**src/rtl/mem_align_unit_if.sv**
```systemverilog
// Bundles the CPU-side request/response signals and the backing-memory beat
// signals of mem_align_unit. The slave modport is the alignment unit's view;
// the master modport is the view of whatever drives requests and serves beats.
interface mem_align_unit_if #(
    parameter int BUS_W  = 16,
    parameter int ADDR_W = 32
);
    // CPU-side request
    logic                 req_valid;
    logic                 req_ready;
    logic                 req_rw;
    logic [ADDR_W-1:0]    req_addr;
    logic [1:0]           req_size;
    logic                 req_signed;
    logic [31:0]          req_wdata;

    // CPU-side response
    logic                 rsp_valid;
    logic [31:0]          rsp_rdata;
    logic                 rsp_fault;

    // Backing-memory beat port
    logic                 mem_req;
    logic                 mem_rw;
    logic [ADDR_W-1:0]    mem_addr;
    logic [BUS_W/8-1:0]   mem_be;
    logic [BUS_W-1:0]     mem_wdata;
    logic                 mem_ack;
    logic [BUS_W-1:0]     mem_rdata;

    modport slave (
        input  req_valid, req_rw, req_addr, req_size, req_signed, req_wdata,
        input  mem_ack, mem_rdata,
        output req_ready, rsp_valid, rsp_rdata, rsp_fault,
        output mem_req, mem_rw, mem_addr, mem_be, mem_wdata
    );

    modport master (
        output req_valid, req_rw, req_addr, req_size, req_signed, req_wdata,
        output mem_ack, mem_rdata,
        input  req_ready, rsp_valid, rsp_rdata, rsp_fault,
        input  mem_req, mem_rw, mem_addr, mem_be, mem_wdata
    );
endinterface

```
**src/rtl/mem_align_unit.sv**
```systemverilog
// Load/store alignment engine. Splits byte/half/word accesses into the minimum
// number of BUS_W-aligned beats on the backing memory port, assembles
// little-endian read data with optional sign extension, and faults illegal or
// (when ALLOW_MISALIGNED=0) non-naturally-aligned requests without touching
// memory.
module mem_align_unit #(
    parameter int BUS_W            = 16,
    parameter int ADDR_W           = 32,
    parameter bit ALLOW_MISALIGNED = 1'b1
) (
    input logic             clk,
    input logic             reset,
    mem_align_unit_if.slave bus
);
    localparam int unsigned B     = BUS_W / 8;
    localparam int unsigned OFF_W = $clog2(B);

    localparam logic [1:0] IDLE   = 2'd0;
    localparam logic [1:0] ACCESS = 2'd1;
    localparam logic [1:0] RESP   = 2'd2;

    logic [1:0]        state_q;
    logic [ADDR_W-1:0] addr_q;
    logic [1:0]        size_q;
    logic              rw_q;
    logic              signed_q;
    logic              fault_q;
    logic [31:0]       wdata_q;
    logic [31:0]       asm_q;
    logic [31:0]       rdata_q;
    logic [1:0]        beat_q;
    logic [1:0]        nbeats_q;

    // Request decode (only consumed in IDLE)
    logic [OFF_W-1:0]  req_off;
    logic [3:0]        req_nbytes;
    logic [3:0]        req_nbeats;
    logic              req_misaligned;
    logic              req_fault;

    // Per-beat lane mapping
    logic [3:0]        nbytes_q;
    logic [OFF_W-1:0]  off_q;
    logic [3:0]        pos;
    logic [3:0]        k;
    logic [1:0]        kk;
    logic [B-1:0]      be_c;
    logic [BUS_W-1:0]  wdata_c;
    logic [31:0]       asm_next;
    logic [ADDR_W-1:0] beat_addr;
    logic              last_beat;

    function automatic logic [31:0] extend(input logic [31:0] v,
                                           input logic [1:0]  sz,
                                           input logic        sgn);
        case (sz)
            2'd0:    extend = {{24{sgn & v[7]}}, v[7:0]};
            2'd1:    extend = {{16{sgn & v[15]}}, v[15:0]};
            default: extend = v;
        endcase
    endfunction

    // Decode incoming request: fault conditions and number of beats needed
    always_comb begin
        req_off    = bus.req_addr[OFF_W-1:0];
        req_nbytes = 4'd1 << bus.req_size;
        case (bus.req_size)
            2'd1:    req_misaligned = bus.req_addr[0];
            2'd2:    req_misaligned = |bus.req_addr[1:0];
            default: req_misaligned = 1'b0;
        endcase
        req_fault  = (bus.req_size == 2'd3) || (!ALLOW_MISALIGNED && req_misaligned);
        // ceil((offset + bytes) / B)
        req_nbeats = (4'(req_off) + req_nbytes + 4'(B - 1)) >> OFF_W;
    end

    assign nbytes_q  = 4'd1 << size_q;
    assign off_q     = addr_q[OFF_W-1:0];
    assign beat_addr = (addr_q & ~ADDR_W'(B - 1)) + (ADDR_W'(beat_q) << OFF_W);
    assign last_beat = (beat_q == nbeats_q - 2'd1);

    // Map request bytes onto lanes of the current beat; request byte k lives at
    // stream position off+k, so lane i of beat n carries k = n*B + i - off
    always_comb begin
        be_c     = '0;
        wdata_c  = '0;
        asm_next = asm_q;
        pos      = '0;
        k        = '0;
        kk       = '0;
        if (state_q == ACCESS) begin
            for (int unsigned i = 0; i < B; i++) begin
                pos = (4'(beat_q) << OFF_W) + 4'(i);
                k   = pos - 4'(off_q);
                kk  = k[1:0];
                if ((pos >= 4'(off_q)) && (k < nbytes_q)) begin
                    be_c[i]              = 1'b1;
                    wdata_c[8*i +: 8]    = 8'(wdata_q >> {kk, 3'b000});
                    asm_next[8*kk +: 8]  = bus.mem_rdata[8*i +: 8];
                end
            end
        end
    end

    // Control FSM and datapath registers
    always_ff @(posedge clk) begin
        if (reset) begin
            state_q  <= IDLE;
            addr_q   <= '0;
            size_q   <= '0;
            rw_q     <= 1'b0;
            signed_q <= 1'b0;
            fault_q  <= 1'b0;
            wdata_q  <= '0;
            asm_q    <= '0;
            rdata_q  <= '0;
            beat_q   <= '0;
            nbeats_q <= '0;
        end else begin
            case (state_q)
                IDLE: begin
                    if (bus.req_valid) begin
                        addr_q   <= bus.req_addr;
                        size_q   <= bus.req_size;
                        rw_q     <= bus.req_rw;
                        signed_q <= bus.req_signed;
                        wdata_q  <= bus.req_wdata;
                        asm_q    <= '0;
                        beat_q   <= '0;
                        nbeats_q <= req_nbeats[1:0];
                        fault_q  <= req_fault;
                        if (req_fault) begin
                            rdata_q <= '0;
                            state_q <= RESP;
                        end else begin
                            state_q <= ACCESS;
                        end
                    end
                end
                ACCESS: begin
                    if (bus.mem_ack) begin
                        asm_q  <= asm_next;
                        beat_q <= beat_q + 2'd1;
                        if (last_beat) begin
                            // response data is registered on entry to RESP so it
                            // holds afterwards; includes the final beat's lanes
                            rdata_q <= rw_q ? 32'd0 : extend(asm_next, size_q, signed_q);
                            state_q <= RESP;
                        end
                    end
                end
                RESP: begin
                    state_q <= IDLE;
                end
                default: begin
                    state_q <= IDLE;
                end
            endcase
        end
    end

    assign bus.req_ready = (state_q == IDLE) && !reset;
    assign bus.rsp_valid = (state_q == RESP);
    assign bus.rsp_fault = (state_q == RESP) && fault_q;
    assign bus.rsp_rdata = rdata_q;
    assign bus.mem_req   = (state_q == ACCESS);
    assign bus.mem_rw    = (state_q == ACCESS) && rw_q;
    assign bus.mem_addr  = (state_q == ACCESS) ? beat_addr : '0;
    assign bus.mem_be    = be_c;
    assign bus.mem_wdata = rw_q ? wdata_c : '0;

endmodule

```
**src/flat_wrapper.sv**
```systemverilog
// flat-port wrapper written by rule: the top's interface ports become plain ports
module mem_align_unit_flat 
#(
    parameter int BUS_W            = 16,
    parameter int ADDR_W           = 32,
    parameter bit ALLOW_MISALIGNED = 1'b1
)
  (clk, reset, bus_req_valid, bus_req_rw, bus_req_addr, bus_req_size, bus_req_signed, bus_req_wdata, bus_mem_ack, bus_mem_rdata, bus_req_ready, bus_rsp_valid, bus_rsp_rdata, bus_rsp_fault, bus_mem_req, bus_mem_rw, bus_mem_addr, bus_mem_be, bus_mem_wdata);
  mem_align_unit_if #(.BUS_W(BUS_W), .ADDR_W(ADDR_W)) bus_i ();
  input logic clk;
  input logic reset;
  input wire logic [$bits(bus_i.req_valid)-1:0] bus_req_valid;
  input wire logic [$bits(bus_i.req_rw)-1:0] bus_req_rw;
  input wire logic [$bits(bus_i.req_addr)-1:0] bus_req_addr;
  input wire logic [$bits(bus_i.req_size)-1:0] bus_req_size;
  input wire logic [$bits(bus_i.req_signed)-1:0] bus_req_signed;
  input wire logic [$bits(bus_i.req_wdata)-1:0] bus_req_wdata;
  input wire logic [$bits(bus_i.mem_ack)-1:0] bus_mem_ack;
  input wire logic [$bits(bus_i.mem_rdata)-1:0] bus_mem_rdata;
  output wire logic [$bits(bus_i.req_ready)-1:0] bus_req_ready;
  output wire logic [$bits(bus_i.rsp_valid)-1:0] bus_rsp_valid;
  output wire logic [$bits(bus_i.rsp_rdata)-1:0] bus_rsp_rdata;
  output wire logic [$bits(bus_i.rsp_fault)-1:0] bus_rsp_fault;
  output wire logic [$bits(bus_i.mem_req)-1:0] bus_mem_req;
  output wire logic [$bits(bus_i.mem_rw)-1:0] bus_mem_rw;
  output wire logic [$bits(bus_i.mem_addr)-1:0] bus_mem_addr;
  output wire logic [$bits(bus_i.mem_be)-1:0] bus_mem_be;
  output wire logic [$bits(bus_i.mem_wdata)-1:0] bus_mem_wdata;
  assign bus_i.req_valid = bus_req_valid;
  assign bus_i.req_rw = bus_req_rw;
  assign bus_i.req_addr = bus_req_addr;
  assign bus_i.req_size = bus_req_size;
  assign bus_i.req_signed = bus_req_signed;
  assign bus_i.req_wdata = bus_req_wdata;
  assign bus_i.mem_ack = bus_mem_ack;
  assign bus_i.mem_rdata = bus_mem_rdata;
  assign bus_req_ready = bus_i.req_ready;
  assign bus_rsp_valid = bus_i.rsp_valid;
  assign bus_rsp_rdata = bus_i.rsp_rdata;
  assign bus_rsp_fault = bus_i.rsp_fault;
  assign bus_mem_req = bus_i.mem_req;
  assign bus_mem_rw = bus_i.mem_rw;
  assign bus_mem_addr = bus_i.mem_addr;
  assign bus_mem_be = bus_i.mem_be;
  assign bus_mem_wdata = bus_i.mem_wdata;
  mem_align_unit #(.BUS_W(BUS_W), .ADDR_W(ADDR_W), .ALLOW_MISALIGNED(ALLOW_MISALIGNED)) u_core (.clk(clk), .reset(reset), .bus(bus_i));
endmodule
```
**config.mk**
```make
export PLATFORM = sky130hd
export DESIGN_NAME = mem_align_unit_flat
export DESIGN_NICKNAME = d
export VERILOG_FILES = /design/src/rtl/mem_align_unit_if.sv /design/src/rtl/mem_align_unit.sv /design/src/flat_wrapper.sv
export SDC_FILE = /design/constraint.sdc
export NUM_CORES = 1
export LEC_CHECK = 0
export CAP_MARGIN = 25
export CORE_MARGIN = 5
export CORE_UTILIZATION = 43
export DETAILED_ROUTE_END_ITERATION = 8
export MAX_ROUTING_LAYER = met4
export PLACE_DENSITY = 0.7
export REMOVE_ABC_BUFFERS = 1
export SLEW_MARGIN = 25
export SYNTH_ARGS = -nofsm -noshare
export SYNTH_HDL_FRONTEND = slang
export SYNTH_SLANG_ARGS = --single-unit
```
**constraint.sdc**
```tcl
create_clock -name clk -period 5.15 [get_ports clk]
set_input_delay 1.03 -clock clk [delete_from_list [all_inputs] [get_ports clk]]
set_output_delay 1.03 -clock clk [all_outputs]
set_load 0.05 [all_outputs]
```
# Word-level counts from Yosys, hierarchy flattened
# Cells that the tools add are included.
# totals
register_bits	139
input_bits	88
out_inout_bits	87
wordCells	89
# classes
n_addsub	10
order_cmp	4
n_eq_ne	9
n_shift	8
muxes	32
n_bitwise	2
n_reduce_logical	13
# ops
operator	n
$mux W32	12
$pmux W32 S2	3
$neg A5 Y34	2
$shift A8 B34 Y32 const A	2
$shiftx A8 B34 Y32	2
$bwmux W32	2
$shr A32 B5 Y8	2
$add A32 B3 Y32	1
$mux W16	2
$mux W8	2
$mux W2	7
$lt A4 B4 Y1	2
$pmux W2 S2	2
$reduce_and A3 Y1	2
$logic_and A1 B1 Y1	5
$reduce_and A5 Y1	1
$add A3 B1 Y4 const B	1
$eq A2 B1 Y1 const B	2
$eq A2 B2 Y1 const B	2
$ge A4 B1 Y1	1
$logic_not A2 Y1	2
$ne A2 B1 Y1 const B	2
$ne A2 B2 Y1 const B	2
$shl A1 B2 Y4 const A	1
other kinds (14)	16

# Longest topological paths before layout
# Gate-level depths: netlist (run 1).
# depth
word_depth	15
mapped_depth	16
ltp_nobuf	12

# Worst setup path after synthesis (run 1)
# No wires, ideal clock.
# synth_timing
path_type	register -> output
startpoint	register u_core.beat_q[0]
endpoint	output bus_mem_wdata[0]
t_arrival_ns	3.389
setup_slack_ns	0.731
stages_incl_launch_ff	11
n_path_buf	4
path_cell_list	dfxtp_1 buf_1 inv_1 ha_1 ha_1 or4_4 a221oi_2 buf_4 buf_4 buf_2 and3_1
# synth_via
elab_chain_cells	6
# synth_rtl
item	line	rtl
from (decl)	mem_align_unit.sv:31	logic [1:0] beat_q;
from (signal assigned)	mem_align_unit.sv:143	beat_q <= beat_q + 2'd1;
$sub A3 B1 Y4	mem_align_unit.sv:94	k = pos - 4'(off_q);
$lt A4 B4 Y1	mem_align_unit.sv:96	if ((pos >= 4'(off_q)) && (k < nbytes_q)) begin
$logic_and A1 B1 Y1	mem_align_unit.sv:96	
$mux W8 (*)	mem_align_unit.sv:96	
$mux W16 (*)	mem_align_unit.sv:91	if (state_q == ACCESS) begin
$mux W16 (*)	mem_align_unit.sv:170	assign bus.mem_wdata = rw_q ? wdata_c : '0;
to (decl)	flat_wrapper.sv:28	output wire logic [$bits(bus_i.mem_wdata)-1:0] bus_mem_wdata;
# Mark *: on every way between the ends. The rest lies on a longest branch, timed or not.

# Worst setup path in the final report (run 1)
# layout_timing
startpoint	register u_core.beat_q[1]
endpoint	output bus_mem_addr[18]
# layout_via
elab_chain_cells	2
# layout_rtl
item	line	rtl
$add A32 B3 Y32	mem_align_unit.sv:79	assign beat_addr = (addr_q & ~ADDR_W'(B - 1)) + (ADDR_W'(beat_q) << OFF_W);
$mux W32	mem_align_unit.sv:168	assign bus.mem_addr = (state_q == ACCESS) ? beat_addr : '0;
to (decl)	flat_wrapper.sv:26	output wire logic [$bits(bus_i.mem_addr)-1:0] bus_mem_addr;
# Every way passes these cells.

==> results of run 1 <==
[state kept, by name, indices dropped and copies added (netlist names)]
register              count
u_core.beat_q             2
u_core.state_q            2
u_core.size_q             2
u_core.wdata_q           32
u_core.rw_q               1
u_core.fault_q            1
u_core.bus.rsp_rdata     32
u_core.signed_q           1
u_core.nbeats_q           2
u_core.addr_q            32
u_core.asm_q             32
[through the flow]
stage	hold WS, ns	setup WS [ns]	utilization
floorplan	0.4257	-0.02305	-
global placement	0.4467	1.077	0.5481
detailed placement	0.4476	1.090	0.5481
CTS	0.4556	0.6341	0.5786
global route	0.4837	0.4390	0.5786
finish	0.4515	0.6566	0.5786
[metal layers]
layer / vias up / track usage
met1: 3554 / 0.2892
li1: 3688 / -
met5: - / -
met2: 258 / 0.3561
met4: 0 / 0.07037
met3: 33 / 0.06330
[placed cells by master, fill, tap and decap left out, types with 9 or more instances in the layout]
| cell type | instances |
|---|---|
| buf_12 | 9 |
| mux4_2 | 16 |
| o2111ai_1 | 9 |
| buf_4 | 19 |
| o22ai_1 | 14 |
| o21ai_0 | 16 |
| and3_1 | 20 |
| a21o_1 | 9 |
| nand3_1 | 18 |
| dfxtp_1 | 139 |
| clkdlybuf4s50_1 | 157 |
| or3_1 | 9 |
| ha_1 | 15 |
| xor2_1 | 18 |
| a21oi_1 | 79 |
| nor2_1 | 81 |
| o2bb2ai_1 | 12 |
| nand2_1 | 199 |
| and4_1 | 9 |
| a22oi_1 | 44 |
| a21boi_0 | 15 |
| nand4_1 | 23 |
| a22o_1 | 17 |
| clkbuf_16 | 17 |
[cells by family (layout without fill, tap and decap cells)]
| group | Yosys count | count (layout) | share of synthesized area |
|---|---|---|---|
| AND/OR/NAND/NOR | 403 | 403 | 0.2380 |
| AO/OA/AOI/OAI | 267 | 267 | 0.2452 |
| flip-flops | 139 | 139 | 0.3645 |
| buffers and inverters | 82 | 221 | 0.04606 |
| XOR/XNOR | 25 | 25 | 0.02868 |
| multiplexers | 18 | 18 | 0.04983 |
| adder cells (fa/ha/maj) | 16 | 16 | 0.02721 |
| other | 1 | 1 | 0.0004913 |
[critical path, stage by stage (launching register included)]
cell	delay, ns
dfxtp_1	0.40
ha_1	0.32
a21o_1	0.12
and3_1	0.18
nand4_1	0.33
or2_2	0.42
or3_1	0.30
a21oi_1	0.14
clkdlybuf4s50_1	0.83
[path summary, 6_finish.rpt]
| kind | from | end | slack [ns] |
|---|---|---|---|
| min | u_core.fault_q | u_core.fault_q | 0.45 |
| min reg2reg | u_core.fault_q | u_core.fault_q | 0.45 |
| max reg2reg | u_core.addr_q[0] | u_core.bus.rsp_rdata[27] | 1.14 |
| max | u_core.beat_q[1] | bus_mem_addr[18] | 0.66 |
[report_power, final]
part	internal, W	switching, W
clock network	0.000680	0.000434
registers	0.00113	0.0000435
logic	0.000237	0.000415
[layout make-up]
cell class,count,area (um^2)
clock inverter,2,10.01
fill,1615,7315
clock buffer,26,519.2
multi-input combinational,730,4524
inverter,8,30.03
timing repair buffer,185,1894
sequential,139,2783
tap,225,281.5
==> qor.txt, run 1 <==
status: completed
vias per cell: 5.729
Final ANT Viol Nets: 0
Worst setup EP type: output port
minimum clock period: 4.493 ns
Leak: 3.617 nW
most frequent cell after synthesis: nand2_1
FF+latch count, synth: 139
Die Y: 143.2 um
area delta synth->final: 31.55%
nets: 1,185
drt total wl: 23,140 um
Slew Viols, Final: 0
Min-Delay Path Depth: 2
Placement Cell Area: 9513 um^2
clock root buffer: clkbuf_16
Highest Signal Layer: met4
Floorplan Core Area: 17,360 um^2
YS warnings: 0
n_diodes: 0
initial antenna violation count: 0
via count: 7,533
f_max: 222.5 MHz
top_reg_cell synth: dfxtp_1
Starting Density: 0.4398
PD cells: 292.5 nW/um^2
Seq/Total Area, Yosys: 0.3645
maximum clock path buffer count: 2
synth top area cells: dfxtp_1 (36%), nand2_1 (9.9%), a21oi_1 (5.2%)
# setup viols final: 0
CTS tree: built
CP Launch Type: register
initial DRC count: 539
crit-path max FO: 9
dpl cells: 1,287
design area: 10,040 um^2
top cells by count, synth: nand2_1 (201), dfxtp_1 (139), nor2_1 (82)
top-area cell type share of the netlist area: 0.3645
hold_buf cts: 0
share of layout cells above drive strength 1: 0.07890
Clock Latency Late Sink: 0.42 ns
class of the worst hold path: reg2reg
post-CTS sizing: 0
I/O Buffers: 173
Post-synth EDFFs: 0
# DRC: 0
Mapped Cells: 951
Crit path arrival time: 3.46 ns
Met3 Routed Length: 1770 um
GRT Total Usage: 0.2282
HPWL Detailed: 15,770 um
Reg clk slew, reported paths: 0.06 ns
worst path required time: 4.12 ns
Rel. slew slack: 0.3181
metal2 WL: 10,840 um
Fin Clk Skew: 0.003694 ns
Final Hold Fails: 0
maximum VDD drop: 0.0002491 V
wire length on met1: 10,160 um
Final Non-Filler Cells: 1,315
vias in the first global route: 7,215
Design Power: 0.002937 W
DIE WIDTH: 143.2 um
max cap viols: 0
setup_tns: 0 ns
Reg2Reg Depth: 12
syn avg cell area: 8.027 um^2
WL/cell: 17.60 um
first-pass GRT wire length: 36,520 um
Mapped Area: 7634 um^2
actual slew at the worst max-slew pin: 1.014 ns
Distinct cells, synth: 64
clk sink count: 139
Final Wtd Congestion: 0.8447
# Post-CTS Setup Buffers: 0
post-synth top area cell: dfxtp_1
TritonCTS Buffers: 17
Final Cycle Share: 0.8725
Die ar.: 20,520 um^2
GR Overflow Total: 0
Post-synth ARST share: 0
pin count of the biggest net entering global routing: 73
Ports: 175
RSZ-0062 raised after global routing: no
H-tree levels: 4
Crit Path Class: reg2out
Pre-Repair DR Iteration Count: 5
row cnt: 48
No activity file was read; power rests on OpenSTA's default activity.
==> run 2, diff against run 1 <==
--- a/config.mk
+++ b/config.mk
@@ -6,11 +6,14 @@
 export NUM_CORES = 1
 export LEC_CHECK = 0
 export CAP_MARGIN = 25
+export CELL_PAD_IN_SITES_DETAIL_PLACEMENT = 2
+export CELL_PAD_IN_SITES_GLOBAL_PLACEMENT = 2
 export CORE_MARGIN = 5
-export CORE_UTILIZATION = 43
+export CORE_UTILIZATION = 30
+export CTS_BUF_LIST = sky130_fd_sc_hd__clkbuf_8
 export DETAILED_ROUTE_END_ITERATION = 8
 export MAX_ROUTING_LAYER = met4
-export PLACE_DENSITY = 0.7
+export PLACE_DENSITY_LB_ADDON = 0.1
 export REMOVE_ABC_BUFFERS = 1
 export SLEW_MARGIN = 25
 export SYNTH_ARGS = -nofsm -noshare
==> qor.txt, run 2 (same netlist as run 1, synthesis figures left out) <==
TritonCTS Buffers: 17 (unchanged)
Min-Delay Endpoint: u_core.addr_q[1] (was u_core.fault_q)
Die ar.: 28,740 um^2 (was 20,520 um^2)
Final Non-Filler Cells: 1,429 (was 1,315)
commonest non-fill, non-tap cell in the layout: nand2_1 (unchanged)
crit-path max FO: 9 (unchanged)
WL/cell: 20.27 um (was 17.60 um)
Worst R2R End: u_core.bus.rsp_rdata[17] (was u_core.bus.rsp_rdata[27])
maximum VDD drop: 0.0001151 V (was 0.0002491 V)
vias per cell: 5.422 (was 5.729)
switching pwr: 0.0009761 W (was 0.0008931 W)
drt total wl: 28,960 um (was 23,140 um)
HPWL Detailed: 20,230 um (was 15,770 um)
initial DRC count: 319 (was 539)
Clk pwr share: 0.333 (was 0.379)
initial antenna violation count: 0 (unchanged)
Placement Cell Area: 9693 um^2 (was 9513 um^2)
Fill cells: 2,886 (was 1,615)
# setup viols final: 0 (unchanged)
minimum clock period: 4.638 ns (was 4.493 ns)
vias in the first global route: 8,322 (was 7,215)
Comb pwr share: 0.246 (was 0.222)
Starting Density: 0.3040 (was 0.4398)
Slowest cell on crit path: clkdlybuf4s50_1 (unchanged)
Highest Signal Layer: met4 (unchanged)
H-tree levels: 4 (unchanged)
r2r setup slk: 1.33 ns (was 1.14 ns)
GRT Total Usage: 0.2089 (was 0.2282)
# DRC: 0 (unchanged)
row cnt: 58 (was 48)
class of the worst hold path: reg2reg (unchanged)
Reg clk slew, reported paths: 0.08 ns (was 0.06 ns)
Fin Clk Skew: 0.01537 ns (was 0.003694 ns)
f_max: 215.6 MHz (was 222.5 MHz)
RSZ-0062 raised after global routing: no (unchanged)
Ports: 175 (unchanged)
Final Cycle Share: 0.9006 (was 0.8725)
Rel. slew slack: 0.3350 (was 0.3181)
Hold WS: 0.4641 ns (was 0.4515 ns)
maximum clock path buffer count: 2 (unchanged)
actual slew at the worst max-slew pin: 0.9951 ns (was 1.014 ns)
Hold Startpoint: u_core.addr_q[1] (was u_core.fault_q)
CTS tree: built (unchanged)
worst path required time: 4.12 ns (about the same)
I/O Buffers: 173 (unchanged)
GR Overflow Total: 0 (unchanged)
Design Power: 0.002784 W (was 0.002937 W)
Leak: 3.584 nW (was 3.617 nW)
first-pass GRT wire length: 46,640 um (was 36,520 um)
post-CTS sizing: 0 (unchanged)
pin count of the biggest net entering global routing: 73 (unchanged)
share of layout cells above drive strength 1: 0.09190 (was 0.07890)
# Post-CTS Setup Buffers: 0 (unchanged)
Clock Latency Late Sink: 0.47 ns (was 0.42 ns)
area delta synth->final: 32.27% (was 31.55%)
multi-input logic area: 4537 um^2 (was 4524 um^2)
Worst setup EP type: output port (unchanged)
clk sink count: 139 (unchanged)
clock root buffer: clkbuf_8 (was clkbuf_16)
design area: 10,100 um^2 (was 10,040 um^2)
Final Hold Fails: 0 (unchanged)
Min-Delay Path Depth: 2 (unchanged)
CP peak stage delay: 0.82 ns (was 0.83 ns)
Die Y: 169.5 um (was 143.2 um)
PD cells: 275.7 nW/um^2 (was 292.5 nW/um^2)
Slew Viols, Final: 0 (unchanged)
Final ANT Viol Nets: 0 (unchanged)
hold_buf cts: 0 (unchanged)
metal2 WL: 14,520 um (was 10,840 um)
via count: 7,748 (was 7,533)
Cell Chain, Critical Path: ha_1 -> a21o_1 -> and3_1 -> nand4_1 -> or2_2 -> or3_1 -> a21oi_1 -> clkdlybuf4s50_1 (unchanged)
internal power: 0.001808 W (was 0.002044 W)
nets: 1,190 (was 1,185)
total area of sequential cells: 2783 um^2 (unchanged)
max cap viols: 0 (unchanged)
switch share: 0.3506 (was 0.3041)
Reg2Reg Depth: 14 (was 12)
n_diodes: 0 (unchanged)
DIE WIDTH: 169.5 um (was 143.2 um)
Crit path arrival time: 3.61 ns (was 3.46 ns)
Pre-Repair DR Iteration Count: 5 (unchanged)
CP Launch Type: register (unchanged)
dpl cells: 1,397 (was 1,287)
Met3 Routed Length: 1259 um (was 1770 um)
Floorplan Core Area: 25,110 um^2 (was 17,360 um^2)
Crit Path Class: reg2out (unchanged)
Final Wtd Congestion: 0.7640 (was 0.8447)
Reg power frac: 0.421 (was 0.398)
commonest cells after routing, fill and taps aside: nand2_1 (199), clkdlybuf4s50_1 (156), dfxtp_1 (139), nor2_1 (81), a21oi_1 (79) (was nand2_1 (199), clkdlybuf4s50_1 (157), dfxtp_1 (139), nor2_1 (81), a21oi_1 (79))
status: completed (unchanged)
reg-to-reg startpoint: u_core.beat_q[0] (was u_core.addr_q[0])
wire length on met1: 12,810 um (was 10,160 um)
run 2: final cells by class:
cell class                 instances  share of cell area
sequential                       139              0.2756
timing repair buffer             190              0.1923
multi-input combinational        730              0.4493
tap                              330             0.04089
clock buffer                      18             0.02454
clock inverter                    14             0.01437
inverter                           8            0.002974
run 2: through the flow:
| stage | setup TNS (ns) | utilization | setup WS [ns] |
|---|---|---|---|
| final | 0 | 0.4021 | 0.5119 |
| after global routing | 0 | 0.4021 | 0.2425 |
| after CTS | 0 | 0.4017 | 0.4314 |
| after detailed placement | 0 | 0.3860 | 0.9576 |
| after global placement | 0 | 0.3860 | 1.029 |
| after floorplan | -0.1844 | - | -0.02305 |
run 2: how the worst max path moves through the flow:
stage | startpoint | end | slack, ns
5_1_grt | u_core.beat_q[1] | bus_mem_addr[22] | 0.24
4_1_cts | u_core.beat_q[1] | bus_mem_addr[18] | 0.43
3_3_place_gp | u_core.beat_q[1] | bus_mem_addr[22] | 1.03
6_report | u_core.beat_q[1] | bus_mem_addr[18] | 0.51
3_5_place_dp | u_core.beat_q[1] | bus_mem_addr[18] | 0.96
2_1_floorplan | u_core.addr_q[0] | bus_mem_wdata[0] | -0.02
run 2: critical path, delay by kind of cell, from the launching register on:
kind | cells | cell delay, ns
AOI/OAI and AO/OA | 2 | 0.27
adders and majority gates | 1 | 0.33
buffers and inverters | 1 | 0.82
DFF | 1 | 0.42
and+or+nand+nor | 4 | 1.31
run 2: power by group through the flow:
stage	sequential, W	combinational [W]	clock, W
floorplan	0.00120	0.000366	0
global placement	0.00119	0.000683	0
detailed placement	0.00120	0.000692	0
CTS	0.00117	0.000696	0.000954
global route	0.00118	0.000749	0.000989
finish	0.00117	0.000685	0.000928
run 2: routing by layer:
metal	up-vias	GRT usage
met2	154	0.3504
met4	0	0.05250
met5	-	-
li1	3693	-
met1	3875	0.2611
met3	26	0.03843
